===== src/rtl/paper_machine.sv =====
// paper_machine: counter-machine instruction sequencer (INC/DEC/JMP/ISZ/CLR/HALT)
// over NREG registers of REG_W bits, fetching from an external combinational
// instruction memory. Every instruction takes two enabled cycles: FETCH, then EXEC.
// A debug port preloads and reads registers while the core is in IDLE or HALT.
// Optional feature macro: PAPER_STEP_EN adds the `step` input, which gates FETCH->EXEC.
module paper_machine #(
  parameter  int PC_W  = 4,
  parameter  int NREG  = 4,
  parameter  int REG_W = 8,
  localparam int SEL_W = (NREG > 1) ? $clog2(NREG) : 1,
  localparam int IW    = PC_W + 3
) (
  input  logic             clk,
  input  logic             rst_n,
  input  logic             clk_en,
`ifdef PAPER_STEP_EN
  input  logic             step,
`endif
  input  logic             start,
  output logic [PC_W-1:0]  instr_addr,
  input  logic [IW-1:0]    instr_data,
  output logic [1:0]       state,
  output logic             halted,
  output logic             fault,
  input  logic [SEL_W-1:0] dbg_sel,
  input  logic             dbg_we,
  input  logic [REG_W-1:0] dbg_wdata,
  output logic [REG_W-1:0] dbg_rdata
);

  typedef enum logic [1:0] {
    ST_IDLE  = 2'b00,
    ST_FETCH = 2'b01,
    ST_EXEC  = 2'b10,
    ST_HALT  = 2'b11
  } state_e;

  localparam logic [2:0] OP_NOP  = 3'b000;
  localparam logic [2:0] OP_INC  = 3'b001;
  localparam logic [2:0] OP_DEC  = 3'b010;
  localparam logic [2:0] OP_JMP  = 3'b011;
  localparam logic [2:0] OP_ISZ  = 3'b100;
  localparam logic [2:0] OP_CLR  = 3'b101;
  localparam logic [2:0] OP_RSV  = 3'b110;
  localparam logic [2:0] OP_HALT = 3'b111;

  state_e           state_q;
  logic [PC_W-1:0]  pc_q;
  logic [IW-1:0]    ir_q;
  logic             fault_q;
  logic             halted_q;
  logic [REG_W-1:0] regs_q [NREG];

  // Decoded view of the latched instruction.
  logic [2:0]       opcode_s;
  logic [PC_W-1:0]  operand_s;
  logic [SEL_W-1:0] reg_idx_s;
  logic             reg_ok_s;
  logic [REG_W-1:0] reg_val_s;
  logic             advance_s;

  // EXEC results, committed by the FSM on the EXEC edge.
  logic [PC_W-1:0]  pc_d;
  logic             wr_en_d;
  logic [REG_W-1:0] wr_data_d;
  logic             fault_set_d;
  logic             halt_d;

  assign opcode_s  = ir_q[IW-1:PC_W];
  assign operand_s = ir_q[PC_W-1:0];
  // Out-of-range operands only use their low bits for the register lookup;
  // reg_ok_s turns such instructions into a faulting NOP.
  assign reg_idx_s = operand_s[SEL_W-1:0];
  assign reg_ok_s  = (int'(operand_s) < NREG);
  assign reg_val_s = regs_q[reg_idx_s];

`ifdef PAPER_STEP_EN
  assign advance_s = step;
`else
  assign advance_s = 1'b1;
`endif

  // Execute stage: compute next pc, register write-back and fault/halt requests.
  always_comb begin
    pc_d        = pc_q + PC_W'(1);
    wr_en_d     = 1'b0;
    wr_data_d   = reg_val_s;
    fault_set_d = 1'b0;
    halt_d      = 1'b0;
    case (opcode_s)
      OP_NOP: begin
        pc_d = pc_q + PC_W'(1);
      end
      OP_INC: begin
        if (reg_ok_s) begin
          wr_en_d   = 1'b1;
          wr_data_d = reg_val_s + REG_W'(1);
        end else begin
          fault_set_d = 1'b1;
        end
      end
      OP_DEC: begin
        if (!reg_ok_s) begin
          fault_set_d = 1'b1;
        end else if (reg_val_s == REG_W'(0)) begin
          // Underflow: the register stays at zero and the fault is flagged.
          fault_set_d = 1'b1;
        end else begin
          wr_en_d   = 1'b1;
          wr_data_d = reg_val_s - REG_W'(1);
        end
      end
      OP_JMP: begin
        pc_d = operand_s;
      end
      OP_ISZ: begin
        if (!reg_ok_s) begin
          fault_set_d = 1'b1;
        end else if (reg_val_s == REG_W'(0)) begin
          pc_d = pc_q + PC_W'(2);
        end else begin
          pc_d = pc_q + PC_W'(1);
        end
      end
      OP_CLR: begin
        if (reg_ok_s) begin
          wr_en_d   = 1'b1;
          wr_data_d = REG_W'(0);
        end else begin
          fault_set_d = 1'b1;
        end
      end
      OP_RSV: begin
        fault_set_d = 1'b1;
      end
      OP_HALT: begin
        // pc stays on the HALT word so the host can see where the program stopped.
        pc_d   = pc_q;
        halt_d = 1'b1;
      end
      default: begin
        pc_d = pc_q + PC_W'(1);
      end
    endcase
  end

  // Sequencer FSM with register file, debug writes and registered status outputs.
  always_ff @(posedge clk or negedge rst_n) begin
    if (!rst_n) begin
      state_q  <= ST_IDLE;
      pc_q     <= '0;
      ir_q     <= '0;
      fault_q  <= 1'b0;
      halted_q <= 1'b0;
      for (int i = 0; i < NREG; i++) begin
        regs_q[i] <= '0;
      end
    end else if (clk_en) begin
      case (state_q)
        ST_IDLE, ST_HALT: begin
          if (dbg_we) begin
            regs_q[dbg_sel] <= dbg_wdata;
          end
          if (start) begin
            state_q  <= ST_FETCH;
            pc_q     <= '0;
            fault_q  <= 1'b0;
            halted_q <= 1'b0;
          end
        end
        ST_FETCH: begin
          if (advance_s) begin
            ir_q    <= instr_data;
            state_q <= ST_EXEC;
          end
        end
        ST_EXEC: begin
          pc_q <= pc_d;
          if (wr_en_d) begin
            regs_q[reg_idx_s] <= wr_data_d;
          end
          if (fault_set_d) begin
            fault_q <= 1'b1;
          end
          if (halt_d) begin
            state_q  <= ST_HALT;
            halted_q <= 1'b1;
          end else begin
            state_q  <= ST_FETCH;
          end
        end
        default: begin
          state_q <= ST_IDLE;
        end
      endcase
    end
  end

  assign instr_addr = pc_q;
  assign state      = state_q;
  assign halted     = halted_q;
  assign fault      = fault_q;
  assign dbg_rdata  = regs_q[dbg_sel];

endmodule


===== config.mk =====
export PLATFORM = sky130hd
export DESIGN_NAME = paper_machine
export DESIGN_NICKNAME = d
export VERILOG_FILES = /design/src/rtl/paper_machine.sv
export SDC_FILE = /design/constraint.sdc
export NUM_CORES = 1
export LEC_CHECK = 0
export CAP_MARGIN = 20
export CORE_MARGIN = 2
export CORE_UTILIZATION = 60
export DETAILED_ROUTE_END_ITERATION = 10
export DONT_BUFFER_PORTS = 1
export GPL_ROUTABILITY_DRIVEN = 0
export PLACE_DENSITY = 0.76
export SLEW_MARGIN = 20
export SYNTH_ARGS = -nofsm -noshare
export SYNTH_HDL_FRONTEND = slang
export SYNTH_SLANG_ARGS = --single-unit

===== constraint.sdc =====
create_clock -name clk -period 4.25 [get_ports clk]
set_input_delay 1.275 -clock clk [delete_from_list [all_inputs] [get_ports clk]]
set_output_delay 1.275 -clock clk [all_outputs]
set_load 0.01 [all_outputs]

======== Word-level counts from Yosys, hierarchy flattened ========
Cells that the tools add are included.
operators by class
  bitwise gates (word level) .............. 2
  $add $sub $neg .......................... 4
  reduce and logical (&&, ||, !) cells .... 14
  equality and inequality tests ........... 16
  $lt $le $gt $ge ......................... 5
  multiplexer cells ....................... 42
operators with widths
  cell                   count
  $mux W8                10
  $bwmux W32             2
  $mux W32               2
  $pmux W32 S2           1
  $bmux W8 S2            2
  $demux W8 S2           2
  $pmux W8 S3            1
  $reduce_and A4 Y1      4
  $eq A3 B3 Y1 const B   4
  $mux W4                3
  $ne A2 B2 Y1 const B   6
  $pmux W4 S3            1
  $mux W1                10
  $add A8 B1 Y8 const B  1
  $logic_not A8 Y1       1
  $pmux W4 S2            1
  $sub A8 B1 Y8 const B  1
  $eq A3 B2 Y1 const B   2
  $ge A3 B3 Y1 const B   2
  $lt A3 B1 Y1 const B   2
  $not A2 Y3             2
  $pmux W1 S2            3
  $pmux W2 S3            1
  $add A4 B1 Y4 const B  1
  13 further kinds       18
storage, ports and cells
  flip-flop bits (word level) ............. 47
  output and inout bits ................... 16
  logic and storage cells ................. 92
  input port bits ......................... 22

======== Logic depth before layout (Yosys ltp) ========
Gate-level depths: netlist of the first run.
  depth in word-level cells ............... 11
  mapped depth ............................ 11
  depth with buffers taken out ............ 9

======== Worst setup path before layout of the first run ========
No wires, ideal clock.
  kind .................................... input to output
  start point ............................. in dbg_sel[0]
  end point ............................... out dbg_rdata[1]
  data arrival time ....................... 2.550 ns
  path buffers ............................ 2
  stages .................................. 3
  slack ................................... 0.425 ns
  cell sequence ........................... clkbuf_1 clkbuf_1 mux4_2
between the ends
  cells in the longest elaborated chain, start to end .. 4
RTL lines
  element                                     line  text
  from (decl)                                 25    input logic [SEL_W-1:0] dbg_sel,
  $not A2 Y3 (not written as such)            203   assign dbg_rdata = regs_q[dbg_sel];
  $bmux W8 S2                                 203
  $mux W8 (not written as such) (2 in a row)  203
  to (decl)                                   28    output logic [REG_W-1:0] dbg_rdata
Every way passes these cells. The select of a mux whose other input is x is not followed.

======== Final worst setup path of the first run ========
  start point ............................. reg ir_q[0]
  end point ............................... reg regs_q[24] in the netlist's numbering
between the ends
  cells in the longest elaborated chain, start to end .. 11
  elaborated cells on any way between the ends .. 27
  classes of those cells .................. add/sub (2); order compare (3); eq/ne (1); mux (17); bitwise (1); reduce/logical (3)
RTL lines
  element                                            line      text
  from (decl)                                        49        logic [IW-1:0] ir_q;
  from (signal assigned)                             173       ir_q <= instr_data;
  $not A2 Y3 (not written as such)                   75, 180
  $bmux W8 S2                                        75        assign reg_val_s = regs_q[reg_idx_s];
  $mux W8 (not written as such) (2 in a row)         75
  $sub A8 B1 Y8 or $logic_not A8 Y1 (tied branches)  110, 105
  $mux W8                                            105       end else if (reg_val_s == REG_W'(0)) begin
  $mux W8                                            103       if (!reg_ok_s) begin
  $pmux W8 S3                                        90        case (opcode_s)
  $bwmux W32                                         180       regs_q[reg_idx_s] <= wr_data_d;
  $mux W32                                           179       if (wr_en_d) begin
  $pmux W32 S2                                       159       case (state_q)
  to (signal, indexed assignment)                    162       regs_q[dbg_sel] <= dbg_wdata;
  to (signal, indexed assignment)                    180
  to (decl)                                          52        logic [REG_W-1:0] regs_q [NREG];
Parallel ways exist; a longest one is shown, timed or not. The select of a mux whose other input is x is not followed.
A chain may end at the register's enable or synchronous reset.

==> summary.txt, run 1 <==
Run status
  – Status: finished clean

Worst hold path
  – HP Class: flip-flop to flip-flop
  – Hold Crit Start: regs_q[19]

STA
  – Setup Skew: ~0.011 ns
  – Fmax: 294 MHz
  – Final Hold Fails: 0
  – Final Setup Violations: 0
  – Period minus WS final: 3.40 ns
  – Max-slew violation count: 0
  – Tcrit/Tclk final: 80.0%
  – Tightest Pin Transition: between 0.9 and 1 ns
  – Final setup TNS: 0 ns
  – Worst slew margin: 38.9%
  – RSZ-0062 raised after global routing: no

Finish
  – Most frequent cells in the layout: 47 x dfrtp_1, 43 x nor2_1, 39 x nand2_1
  – Area grow syn2layout: 4.26%
  – Layout net count: 417
  – Share of post-route cells with drive strength above 1: 11.9%
  – Cell Count, Final, Fillers Out: 463
  – Most common cell after layout, fill and taps aside: dfrtp_1
  – Antenna cell count: 0

Critical path
  – CP peak stage delay: 0.72 ns
  – Crit-path slowest cell: mux4_1
  – Top cell by count, worst path: inv_1
  – Worst flop-to-flop path startpoint: ir_q[0]
  – Crit path launch type: flip-flop
  – CP arrival: 3.57 ns
  – Crit Path Category: flip-flop to flip-flop
  – Crit. End Element: flip-flop
  – Worst path cell trace: mux4_1 -> inv_1 -> ha_1 -> inv_1 -> nor3_1 -> a41oi_1 -> and2_1 -> nand2_1 -> o21ai_0
  – Worst Setup SP: ir_q[0]
  – CP Max Fanout: 13
  – Crit path required time: between 4 and 5 ns

Die
  – Width of the die: 81.9 um
  – Die ar.: 6700 um^2
  – Core area: 5890 um^2
  – I/O pin count: 38
  – Initial core utilization: slightly above 60%
  – Std cell rows: 28
  – Die Span Y: 81.9 um

Synthesis
  – Share of the synthesized area in the top cell type: 32.3%
  – #FFs+latches synth: between 40 and 50
  – Synth Flop Type: dfrtp_1
  – Yosys Warn Count: 0
  – Post-synthesis cell count: slightly below 400
  – Asr flop ratio synth: 100%
  – Distinct cells, synth: 59
  – Main area contributors after synthesis: dfrtp_1 32%, mux4_2 7.4%, mux2i_1 5.5%
  – Mapped Area: 3640 um^2
  – Syn_area_per_cell: 9.19 um^2
  – Syn nets: 426
  – Post-synth EDFFs: 0
  – Leading area contributor after synthesis: dfrtp_1
  – Seq/Total Area, Yosys: between 30% and 40%

Drt
  – Met3 wire len: 993 um
  – Vias per inst: 7.12
  – Detail Route Antenna Nets: 0
  – Routed wl met2: 4.51 mm
  – Routed WL: between 9 and 10 mm
  – Via count: 3296
  – DR DRC count: 0
  – Drt first pass iters: 5
  – WL met1: 4.27 mm
  – DRT iter0 DRCs: 387
  – Max Used Layer: met4
  – Drt wl/cell: 21.5 um

Clocking
  – Number of CTS-inserted buffers: 5
  – Clk sinks: 47
  – Post-CTS sizing: 0
  – Clock Latency Late Sink: 0.31 ns
  – Maximum clock path buffer count: 2
  – Setup Buffers After CTS: 0
  – Clock transition at the registers of the reported paths: approximately 0.09 ns
  – Hold_buf cts: 0
  – TritonCTS clock tree: done
  – CTS root buf: clkbuf_8
  – Number of H-tree levels: 2

GRT
  – GR Util All Layers: 31.5%
  – Wire length of the first global-routing pass: 15.8 mm
  – Vias in the first global route: 3073
  – Total gr overflow: 0
  – Initial antenna violation count: 0
  – Largest net degree at the start of global routing: 48

Placed design
  – Buffers added on ports: 0
  – Detailed Place HPWL: 7.19 mm
  – Placed cell count: 455

Flow run
  – Max_cap viols: 0

Pwr
  – Worst VDD drop: 0.000415 V
  – Power per Cell Area: 787 nW/um^2
  – Leak Pwr: 1.46 nW
-- synth_stat cells (2+ instances only) --
cell type,number
a211oi_1,6
a21o_1,3
a21oi_1,15
a221oi_1,2
a221oi_2,2
a22o_1,3
a31oi_1,9
a32oi_1,8
a41oi_1,2
and3_1,5
and4_1,2
buf_2,6
clkbuf_1,14
dfrtp_1,47
ha_1,8
inv_1,11
mux2_2,7
mux2i_1,20
mux4_1,4
mux4_2,12
nand2_1,39
nand2b_1,9
nand3_1,7
nand4_1,3
nor2_1,43
nor2b_1,7
nor3_1,10
nor3b_1,5
o211ai_1,5
o21a_1,3
o21ai_0,33
o21bai_1,2
o22ai_1,2
o31ai_1,10
o32a_1,3
or2_2,3
or3_1,4
-- cell type report --
type                       count  area [um^2]
sequential                    47         1180
clock inverter                 2         35.0
fill                         497         2090
clock buffer                   6         82.6
timing repair buffer           5         37.5
tap                           75         93.8
inverter                      11         41.3
multi-input combinational    317         2330
-- stage by stage --
step	setup slack (ns)	power, W	util [%]	hold WS, ns	area [um^2]
CTS	0.894	0.00294	64.5	0.531	3790
detailed placement	0.916	0.00259	62.5	0.510	3680
finish	0.849	0.00298	64.5	0.528	3790
global route	0.677	0.00319	64.5	0.559	3790
global placement	0.899	0.00256	62.5	0.500	3680
floorplan	0.425	0.00220	-	0.468	3640
-- logic make-up (layout without fill, tap and decap cells) --
family	after synthesis	count (layout)	share of synthesized area, %
simple gates	146	146	20.3
compound gates	119	119	22.7
flops	47	47	32.3
mux	43	43	18.0
buf+inv	32	24	3.71
fa+ha+maj	8	8	2.75
xor+xnor	1	1	0.241
-- flip-flops by register name, indices dropped and copies added, names as in the netlist --
signal and flops:
instr_addr 4, regs_q 32, halted 1, ir_q 7
fault 1, state 2
-- routing by layer --
metal	vias to the layer above	global-route usage (%)
li1	1487	-
met1	1590	45.7
met2	199	47.7
met3	20	6.04
met4	0	9.83
met5	-	0
-- power by group --
| part | switching (W) | total (W) | internal (W) | leakage, nW |
|---|---|---|---|---|
| Combinational | 0.00100 | 0.00169 | 0.000682 | 0.801 |
| Clock | 0.000160 | 0.000351 | 0.000191 | 0.0612 |
| Sequential | 0.000306 | 0.000947 | 0.000641 | 0.601 |
-- worst paths after layout --
path,to,slack [ns],depth (start not counted)
max in group asynchronous,regs_q[14],3.52,0
worst min-delay path,regs_q[19],0.53,2
worst max register to register,regs_q[24],0.85,9
worst min register to register,regs_q[19],0.53,2
worst max-delay path,regs_q[24],0.85,9
min in group asynchronous,regs_q[10],0.64,0
-- worst max-delay path, delay by kind of cell, from the launching register on --
family | cells | cell delay (ns)
compound gates | 2 | 0.42
fa+ha+maj | 1 | 0.19
buf+inv | 2 | 0.20
flops | 1 | 0.67
mux | 1 | 0.72
simple gates | 3 | 1.05
(Power assumes the default switching activity.)
==> run 2: changes to the inputs <==
- clock period: 4.25 -> 3.14 ns (I/O delays scaled with it)
==> summary.txt, run 2 (same netlist as run 1, synthesis figures left out) <==
Run status
  – Status: finished clean

Critical path
  – WP buf/inv: 1
  – Worst path cell trace: buf_4 -> mux4_2 -> or4_4 -> o31ai_2 -> o22ai_1 -> o2bb2ai_2 -> o21ai_0
  – Crit-path slowest cell: mux4_2
  – Crit path required time: 3.33 ns
  – Largest delay share family, worst path: compound AO/OA/AOI/OAI gates
  – Crit path launch type: flip-flop
  – CP Max Fanout: 16
  – CP peak stage delay: roughly 0.64 ns
  – Crit. End Element: flip-flop
  – Crit Path Category: flip-flop to flip-flop
  – CP arrival: 3.21 ns

Clocking
  – Number of CTS-inserted buffers: 5
  – Number of H-tree levels: 2
  – Clock Latency Late Sink: slightly above 0.3 ns
  – TritonCTS clock tree: done
  – CTS root buf: clkbuf_8
  – Hold_buf cts: 0
  – Clock transition at the registers of the reported paths: 0.09 ns
  – Clk sinks: 47
  – Maximum clock path buffer count: 2

Die
  – Die Span Y: 81.9 um
  – I/O pin count: 38
  – Width of the die: 81.9 um
  – Std cell rows: 28
  – Core area: 5890 um^2
  – Die ar.: roughly 6700 um^2
  – Initial core utilization: 61.8%

Finish
  – Largest Register: regs_q
  – Most common cell after layout, fill and taps aside: dfrtp_1
  – Area grow syn2layout: 10.1%
  – Post-layout util: 68.1%
  – Most frequent cells in the layout: 47 x dfrtp_1, 43 x nor2_1, 39 x nand2_1
  – Layout net count: 444
  – Largest register FFs: 32
  – Share of post-route cells with drive strength above 1: between 10% and 20%
  – Antenna cell count: 0

Worst hold path
  – HP Class: input port to async pin

Pwr
  – Combinational power share: 62.2%
  – Flop pwr share: 27.3%
  – Leak Pwr: 1.60 nW
  – Worst VDD drop: about 0.0005 V
  – Clock power share: 10.5%
  – Switching portion of total power: 48.1%
  – Internal power: 0.00232 W
  – Power per Cell Area: around 1100 nW/um^2
  – Switch Pwr: 0.00215 W

STA
  – Setup Skew: ~0.0075 ns
  – Min Hold Slack: 0.314 ns
  – Tightest Pin Transition: 0.697 ns
  – Final Setup Violations: 0
  – Period minus WS final: ~3.0 ns
  – Final setup TNS: 0 ns
  – RSZ-0062 raised after global routing: no
  – Final Hold Fails: 0
  – Tcrit/Tclk final: 96.3%
  – Max-slew violation count: 0
  – Fmax: 331 MHz
  – Worst slew margin: 53.5%

Placed design
  – Buffers added on ports: 0
  – Detailed Place HPWL: between 7 and 8 mm

GRT
  – Wire length of the first global-routing pass: 17.4 mm
  – Initial antenna violation count: 1
  – GR Util All Layers: around a third
  – Vias in the first global route: ~3400
  – Total gr overflow: 0
  – Largest net degree at the start of global routing: 48

Drt
  – DR DRC count: 0
  – Routed WL: 10.9 mm
  – Via count: 3565
  – Vias per inst: around 7.3
  – DRT iter0 DRCs: 570
  – Drt first pass iters: 8
  – Detail Route Antenna Nets: 0
  – Drt wl/cell: 22.2 um

Flow run
  – Max_cap viols: 0
-- run 2: cell types whose count changed in the layout (fill, tap and decap cells not counted), sizes merged --
cell  change
buf      +27
-- run 2: power groups by stage --
stage	Combinational (W)	Sequential (W)	Clock, W
6_report	0.00277	0.00122	0.000471
5_1_grt	0.00299	0.00125	0.000500
4_1_cts	0.00256	0.00120	0.000474
3_5_place_dp	0.00254	0.00121	0
3_3_place_gp	0.00250	0.00121	0
2_1_floorplan	0.00192	0.00106	0
-- run 2: area by class of cell --
class,count,area [um^2]
Timing Repair Buffer,32,240
Tap cell,75,93.8
Clock buffer,6,82.6
Sequential cell,47,1180
Fill cell,456,1880
Multi-Input combinational cell,317,2340
Clock inverter,2,35.0
Inverter,11,41.3
-- run 2: metrics by stage --
| stage | instance area (um^2) | instances | setup slack, ns | power (W) |
|---|---|---|---|---|
| after floorplan | 3640 | 396 | 0.153 | 0.00298 |
| after global placement | 3830 | 476 | 0.187 | 0.00370 |
| after detailed placement | 3830 | 476 | 0.109 | 0.00376 |
| after CTS | 3950 | 484 | 0.0783 | 0.00424 |
| after global routing | 4010 | 490 | 0.0223 | 0.00473 |
| final | 4010 | 490 | 0.117 | 0.00446 |
-- run 2: repair_timing --
action | CTS | global route
gates resized for setup | 0 | 2
setup buffers | 0 | 6
endpoints found under the setup margin | 0 | 8
-- run 2: final timing paths --
check | from | endpoint | slack (ns) | cells past startpoint
worst max-delay path | ir_q[0] | regs_q[3] | 0.12 | 7
worst min register to register | regs_q[31] | regs_q[31] | 0.55 | 2
max in group asynchronous | rst_n | regs_q[16] | 2.74 | 0
worst min-delay path | rst_n | regs_q[27] | 0.31 | 0
min in group clk | regs_q[31] | regs_q[31] | 0.55 | 2
worst max register to register | ir_q[0] | regs_q[3] | 0.12 | 7
-- run 2: metal layers --
layer | wire length, um | part of all wire (%) | global-route usage (%) | vias up
met5 | 13 | 0.12 | 0 | -
li1 | - | - | - | 1546
met2 | 4840 | 45 | 51.8 | 259
met3 | 1280 | 12 | 11.3 | 71
met1 | 4300 | 40 | 45.7 | 1687
met4 | 435 | 4.0 | 14.8 | 2
==> run 3: changes to the inputs <==
- CELL_PAD_IN_SITES_DETAIL_PLACEMENT: not set -> 1
- CELL_PAD_IN_SITES_GLOBAL_PLACEMENT: not set -> 1
- CORE_UTILIZATION: 60 -> 35
- DONT_BUFFER_PORTS: 1 -> not set
- PLACE_DENSITY: 0.76 -> not set
- PLACE_DENSITY_LB_ADDON: not set -> 0.1
==> summary.txt, run 3 (same netlist as run 1, synthesis figures left out) <==
GRT
  – M1 GR Usage: 36.1%
  – Total gr overflow: 0
  – Met2 usage: 39.4%
  – GR Util All Layers: 24.4%
  – GR Util met3: 2.33%
  – Wire length of the first global-routing pass: 21.3 mm
  – Initial antenna violation count: 0
  – GRT Max-Usage Layer: met2
  – Vias in the first global route: 3854
  – Largest net degree at the start of global routing: 25

Critical path
  – Worst Setup SP: dbg_sel[0]
  – Flop2flop setup slack: between 0.1 and 0.15 ns
  – Worst path cell trace: clkdlybuf4s15_2 -> buf_12 -> mux4_2 -> dlygate4sd2_1
  – Reg2reg end: instr_addr[2]
  – Worst-case reg-to-reg path depth: 8
  – Largest delay share family, worst path: buffers and inverters
  – Crit Path Category: input port to output pin
  – Worst flop-to-flop path startpoint: ir_q[0]
  – Crit. End Element: output pin
  – WP buf/inv: 3
  – CP arrival: roughly 2.1 ns
  – Crit path launch type: input port
  – CP peak stage delay: 0.49 ns
  – Levels on crit path: 4
  – Crit-path slowest cell: mux4_2
  – CP Max Fanout: 5
  – Crit path capture: dbg_rdata[1]
  – Crit path required time: about 2.2 ns

Pwr
  – Switch Pwr: 0.00231 W
  – Power per Cell Area: 1030 nW/um^2
  – Switching portion of total power: 47.4%
  – Flop pwr share: ~25%
  – Internal power: 0.00256 W
  – Worst VDD drop: 0.000353 V
  – Combinational power share: 65.6%
  – Clock power share: between 9 and 10%
  – Leak Pwr: 1.92 nW
  – PnR Total Power: 0.00487 W

STA
  – Tightest Pin Transition: 0.628 ns
  – Fmax: 327 MHz
  – Tcrit/Tclk final: 97.3%
  – Worst slew margin: 58.1%
  – Setup Skew: approximately 0.014 ns
  – Period minus WS final: around 3.1 ns
  – Final Setup Violations: 0
  – Final Hold Fails: 0
  – Min Hold Slack: 0.539 ns
  – Max-slew violation count: 0
  – Final setup TNS: 0 ns

Placed design
  – Placed cell count: 599
  – Detailed Place HPWL: 9.60 mm
  – Buffers added on ports: 37

Clocking
  – Clk sinks: 47
  – Number of H-tree levels: 2
  – CTS root buf: clkbuf_8
  – TritonCTS clock tree: done
  – Clock Latency Late Sink: approximately 0.32 ns
  – Number of CTS-inserted buffers: 5
  – Maximum clock path buffer count: 2
  – Clock transition at the registers of the reported paths: roughly 0.10 ns

Die
  – Initial core utilization: 35.6%
  – Std cell rows: 37
  – Core area: 10200 um^2
  – I/O pin count: 38
  – Die Span Y: 106 um
  – Width of the die: 106 um
  – Die ar.: 11200 um^2

Finish
  – Largest Register: regs_q
  – Cell Count, Final, Fillers Out: 614
  – Antenna cell count: 0
  – Share of post-route cells with drive strength above 1: 22.8%
  – Post-layout util: 46.2%
  – Layout net count: 507
  – # fillers: 1200
  – Area grow syn2layout: 30.0%
  – Most common cell after layout, fill and taps aside: buf_4
  – Largest register FFs: 32
  – Most frequent cells in the layout: 51 x buf_4, 47 x dfrtp_1, 43 x nor2_1

Drt
  – Routed WL: 13.1 mm
  – Drt first pass iters: 4
  – Via count: 3594
  – Drt wl/cell: about 21 um
  – Detail Route Antenna Nets: 0
  – DRT iter0 DRCs: approximately 260
  – DR DRC count: 0
  – Vias per inst: 5.85

Flow run
  – Max_cap viols: 0

Run status
  – Status: finished clean

Worst hold path
  – HP Class: flip-flop to flip-flop
[run 3: changes by cell type in the layout (fill, tap and decap cells not counted), moves of 2 or more]
cell	previous run	this run
clkdlybuf4s50_1	0	26
buf_4	32	51
buf_12	0	4
clkbuf_2	0	3
dlygate4sd2_1	0	3
clkdlybuf4s15_1	0	2
[run 3: worst min-delay path by stage]
stage / startpoint / end / slack, ns / depth (start not counted)
after floorplan: regs_q[12] / regs_q[12] / 0.47 / 2
after global placement: regs_q[12] / regs_q[12] / 0.51 / 2
after detailed placement: regs_q[12] / regs_q[12] / 0.51 / 2
after CTS: regs_q[12] / regs_q[12] / 0.53 / 2
after global routing: regs_q[12] / regs_q[12] / 0.57 / 2
final: halted / halted / 0.54 / 2
[run 3: worst min-delay path: stages (launching register included)]
cell	delay, ns
dfrtp_1	0.36
a21oi_1	0.04
a21oi_1	0.10
[run 3: power groups by stage]
stage               Sequential (W)  Clock (W)  Combinational [W]
finish                     0.00119   0.000484            0.00320
global route               0.00124   0.000519            0.00350
floorplan                  0.00106          0            0.00192
global placement           0.00119          0            0.00305
CTS                        0.00119   0.000494            0.00313
detailed placement         0.00120          0            0.00312
[run 3: timing repair]
item                       CTS  global route
cloned                       1             1
setup endpoints to repair    8            27
hold buffers                 0             0
pin swaps                    0             1
buffers inserted             3             2
resized for setup           14            12
[run 3: through the flow]
step | instance area, um^2 | worst slack [ns]
floorplan | 3640 | 0.153
global placement | 4510 | -0.419
detailed placement | 4510 | -0.427
CTS | 4680 | 0.000980
global route | 4730 | -0.00554
finish | 4730 | 0.0863
[run 3: per-layer routing]
layer	part of all wire, %	vias to the layer above
met2	47	91
met5	0	-
li1	-	1670
met1	48	1825
met3	4.0	8
met4	0.86	0
[run 3: final cells by class]
cell class / instances / area [um^2] / share of cell area, %
clock buffers: 5 / 68.8 / 1.46
clock inverters: 3 / 43.8 / 0.926
multi-input cells: 317 / 2350 / 49.6
well taps: 136 / 170 / 3.60
inverters: 11 / 41.3 / 0.873
repair buffers: 95 / 882 / 18.7
flip-flops and latches: 47 / 1180 / 24.9
==> RTL edit (config.mk and constraints of run 2) <==
The option `PAPER_STEP_EN` is turned on by a define.
--- a/src/rtl/paper_machine.sv
+++ b/src/rtl/paper_machine.sv
@@ -4,4 +4,6 @@
 // A debug port preloads and reads registers while the core is in IDLE or HALT.
 // Optional feature macro: PAPER_STEP_EN adds the `step` input, which gates FETCH->EXEC.
+`define PAPER_STEP_EN
+
 module paper_machine #(
   parameter  int PC_W  = 4,
Ports: changed (added step); port bits go from 38 to 39. No check against the original RTL was run, so the function may have changed too.
==> RTL edit against run 2 <==
Critical path depth rose by 2; sequential share of layout area up 2.0 points; worst setup slack better by 0.079 ns; routed wire length decreased by 14%; power down 12%; final area is 6.5% lower; sequential cell count did not move; count of clock-buffer cells in the layout is 1 lower; combinational power fell by 13%; synthesized area is 3.3% lower; critical path type unchanged; largest cell class unchanged.
==> RTL edit: results (changes against run 2) <==
| Metric | Value |
|---|---|
| Outcome | `complete, no violations` |
| Global Route Usage Sum | `0.3098 (-0.03553)` |
| Slew Limit Headroom | `0.5538 (+0.01877)` |
| Final slew viol count | `0 (unchanged)` |
| Post-DP HPWL | `6844 µm (-11%)` |
| Reg2reg setup slack | `0.20 ns (+0.08 ns)` |
| Clk_skew | `0.004933 ns (-0.002605 ns)` |
| CTS buffer count | `5 (unchanged)` |
| Largest net degree at the start of global routing | `48 (unchanged)` |
| Port bufs | `0 (unchanged)` |
| Fraction of layout cells with a size suffix above 1 | `0.1781 (-0.002606)` |
| Initial DRT Pass Iterations | `5 (-3)` |
| Sequential-to-total area share from yosys stat | `0.3342 (+0.01092)` |
| Largest register by flop count | `regs_q` |
| Largest stage delay on the critical path | `0.64 ns (about the same)` |
| Met3 wire length | `760 µm (-41%)` |
| HP Class | `in -> async` |
| Crit path max-delay cell type | `mux4_2` |
| First-pass GRT wire length | `15,170 µm (-13%)` |
| Antenna fix cells | `0 (unchanged)` |
| Dominant cells by area after synthesis | `dfrtp_1, mux4_2, a21oi_1` |
| Post-Route M1 WL | `4032 µm (-6.2%)` |
| Top post-synthesis cells by count | `dfrtp_1, nor2_1, a21oi_1` |
| Synth async-reset ratio | `1.000 (unchanged)` |
| DR top layer | `met4` |
| Max clock buf depth | `2 (unchanged)` |
| Clk pin slew, worst setup/hold paths | `0.09 ns (about the same)` |
| FF-to-FF Start | `ir_q[0]` |
| H-Tree Level Count | `2 (unchanged)` |
| Pleak | `1.501 nW (-6.2%)` |
| Max reg flops | `32 (unchanged)` |
| Post-DP Area | `3643 µm² (-5.0%)` |
| Final Net Count | `423 (-4.7%)` |
| Netlist cell types | `66 (+12%)` |
| Setup Viol. Count Final | `0 (unchanged)` |
| CP max FO | `8 (-8)` |
| WL/cell | `20.07 µm (-9.6%)` |
| Synth warn | `0 (unchanged)` |
| Drt via density | `6.647 (-8.6%)` |
| Initial DRC Count | `300 (-47%)` |
| Number of global-route vias before repair | `3,025 (-11%)` |
| Commonest register cell after synthesis | `dfrtp_1` |
| Met2 routed WL | `4364 µm (-9.9%)` |
| Worst skew pair latency | `0.31 ns (about the same)` |
| Startpoint types | `flop` |
| Initial antenna violation count | `0 (-1)` |
| Peak supply drop | `0.5657 mV (+13%)` |
| Net Sw Frac | `0.4870 (+0.005825)` |
## RTL edit: cell types whose count changed after synthesis, moves of 6 or more
cell      delta
a22oi_1      +6
a21oi_1     +24
a32oi_1      -8
o21ai_0      -6
o21ai_1      +8
nand2b_1     +6
a31oi_1      -6
clkbuf_1     -6
mux2i_1     -13
## RTL edit: area by class of cell
class                      instances  area [µm²]
clock inverter                     3       23.77
tap                               72       90.09
fill                             435        1827
sequential                        47        1176
timing repair buffer              16       120.1
inverter                          14       52.55
clock buffer                       5       68.82
multi-input combinational        308        2216
## RTL edit: power by group through the flow
stage	Combinational [mW]	Clock [mW]	Sequential, mW
final	2.42	0.392	1.12
after global routing	2.64	0.426	1.15
after CTS	2.35	0.393	1.11
after detailed placement	2.34	0	1.13
after global placement	2.29	0	1.12
after floorplan	1.90	0	1.01
## RTL edit: worst max-delay path, delay by kind of cell (launching register included)
family | cells | cell delay [ns]
buffers and inverters | 1 | 0.13
AO/OA/AOI/OAI | 5 | 0.99
adder cells (fa/ha/maj) | 1 | 0.20
multiplexers | 1 | 0.64
flip-flops | 1 | 0.49
AND/OR/NAND/NOR | 1 | 0.39
## RTL edit: layer usage
| metal | vias up | GRT usage |
|---|---|---|
| li1 | 1444 | - |
| met1 | 1494 | 0.4308 |
| met2 | 132 | 0.4867 |
| met3 | 21 | 0.06067 |
| met4 | 0 | 0.1051 |
| met5 | - | 0 |
## RTL edit: final timing paths
kind	end	cells past startpoint
setup / recovery	regs_q[26]	9
hold / removal	regs_q[21]	0
setup reg to reg	regs_q[26]	9
hold reg to reg	regs_q[15]	2
max in group asynchronous	regs_q[25]	0
min in group clk	regs_q[15]	2
## RTL edit: repair_timing
action | 4_1_cts | 5_1_grt
setup buffers | 0 | 1
gates resized for setup | 0 | 1
setup endpoints to repair | 0 | 10
## RTL edit: stage by stage
| stage | hold slack (ns) | instances | total power, mW | setup slack, ns |
|---|---|---|---|---|
| 6_report | 0.3132 | 465 | 3.931 | 0.1952 |
| 5_1_grt | 0.2939 | 465 | 4.219 | 0.01004 |
| 4_1_cts | 0.3083 | 464 | 3.855 | 0.1201 |
| 3_5_place_dp | 0.4984 | 456 | 3.466 | 0.1350 |
| 3_3_place_gp | 0.4890 | 456 | 3.403 | 0.2332 |
| 2_1_floorplan | 0.4599 | 386 | 2.907 | 0.1953 |
## RTL edit: cells by family (layout without fill, tap and decap cells)
kind of cell,Yosys count,in the layout,share of synthesized area
AOI/OAI and AO/OA,129,129,0.2464
xor gates and xnor gates,3,3,0.007467
adders and majority gates,8,8,0.02844
buffers and inverters,31,38,0.03732
DFF,47,47,0.3342
muxes,31,31,0.1479
and+or+nand+nor,137,137,0.1984
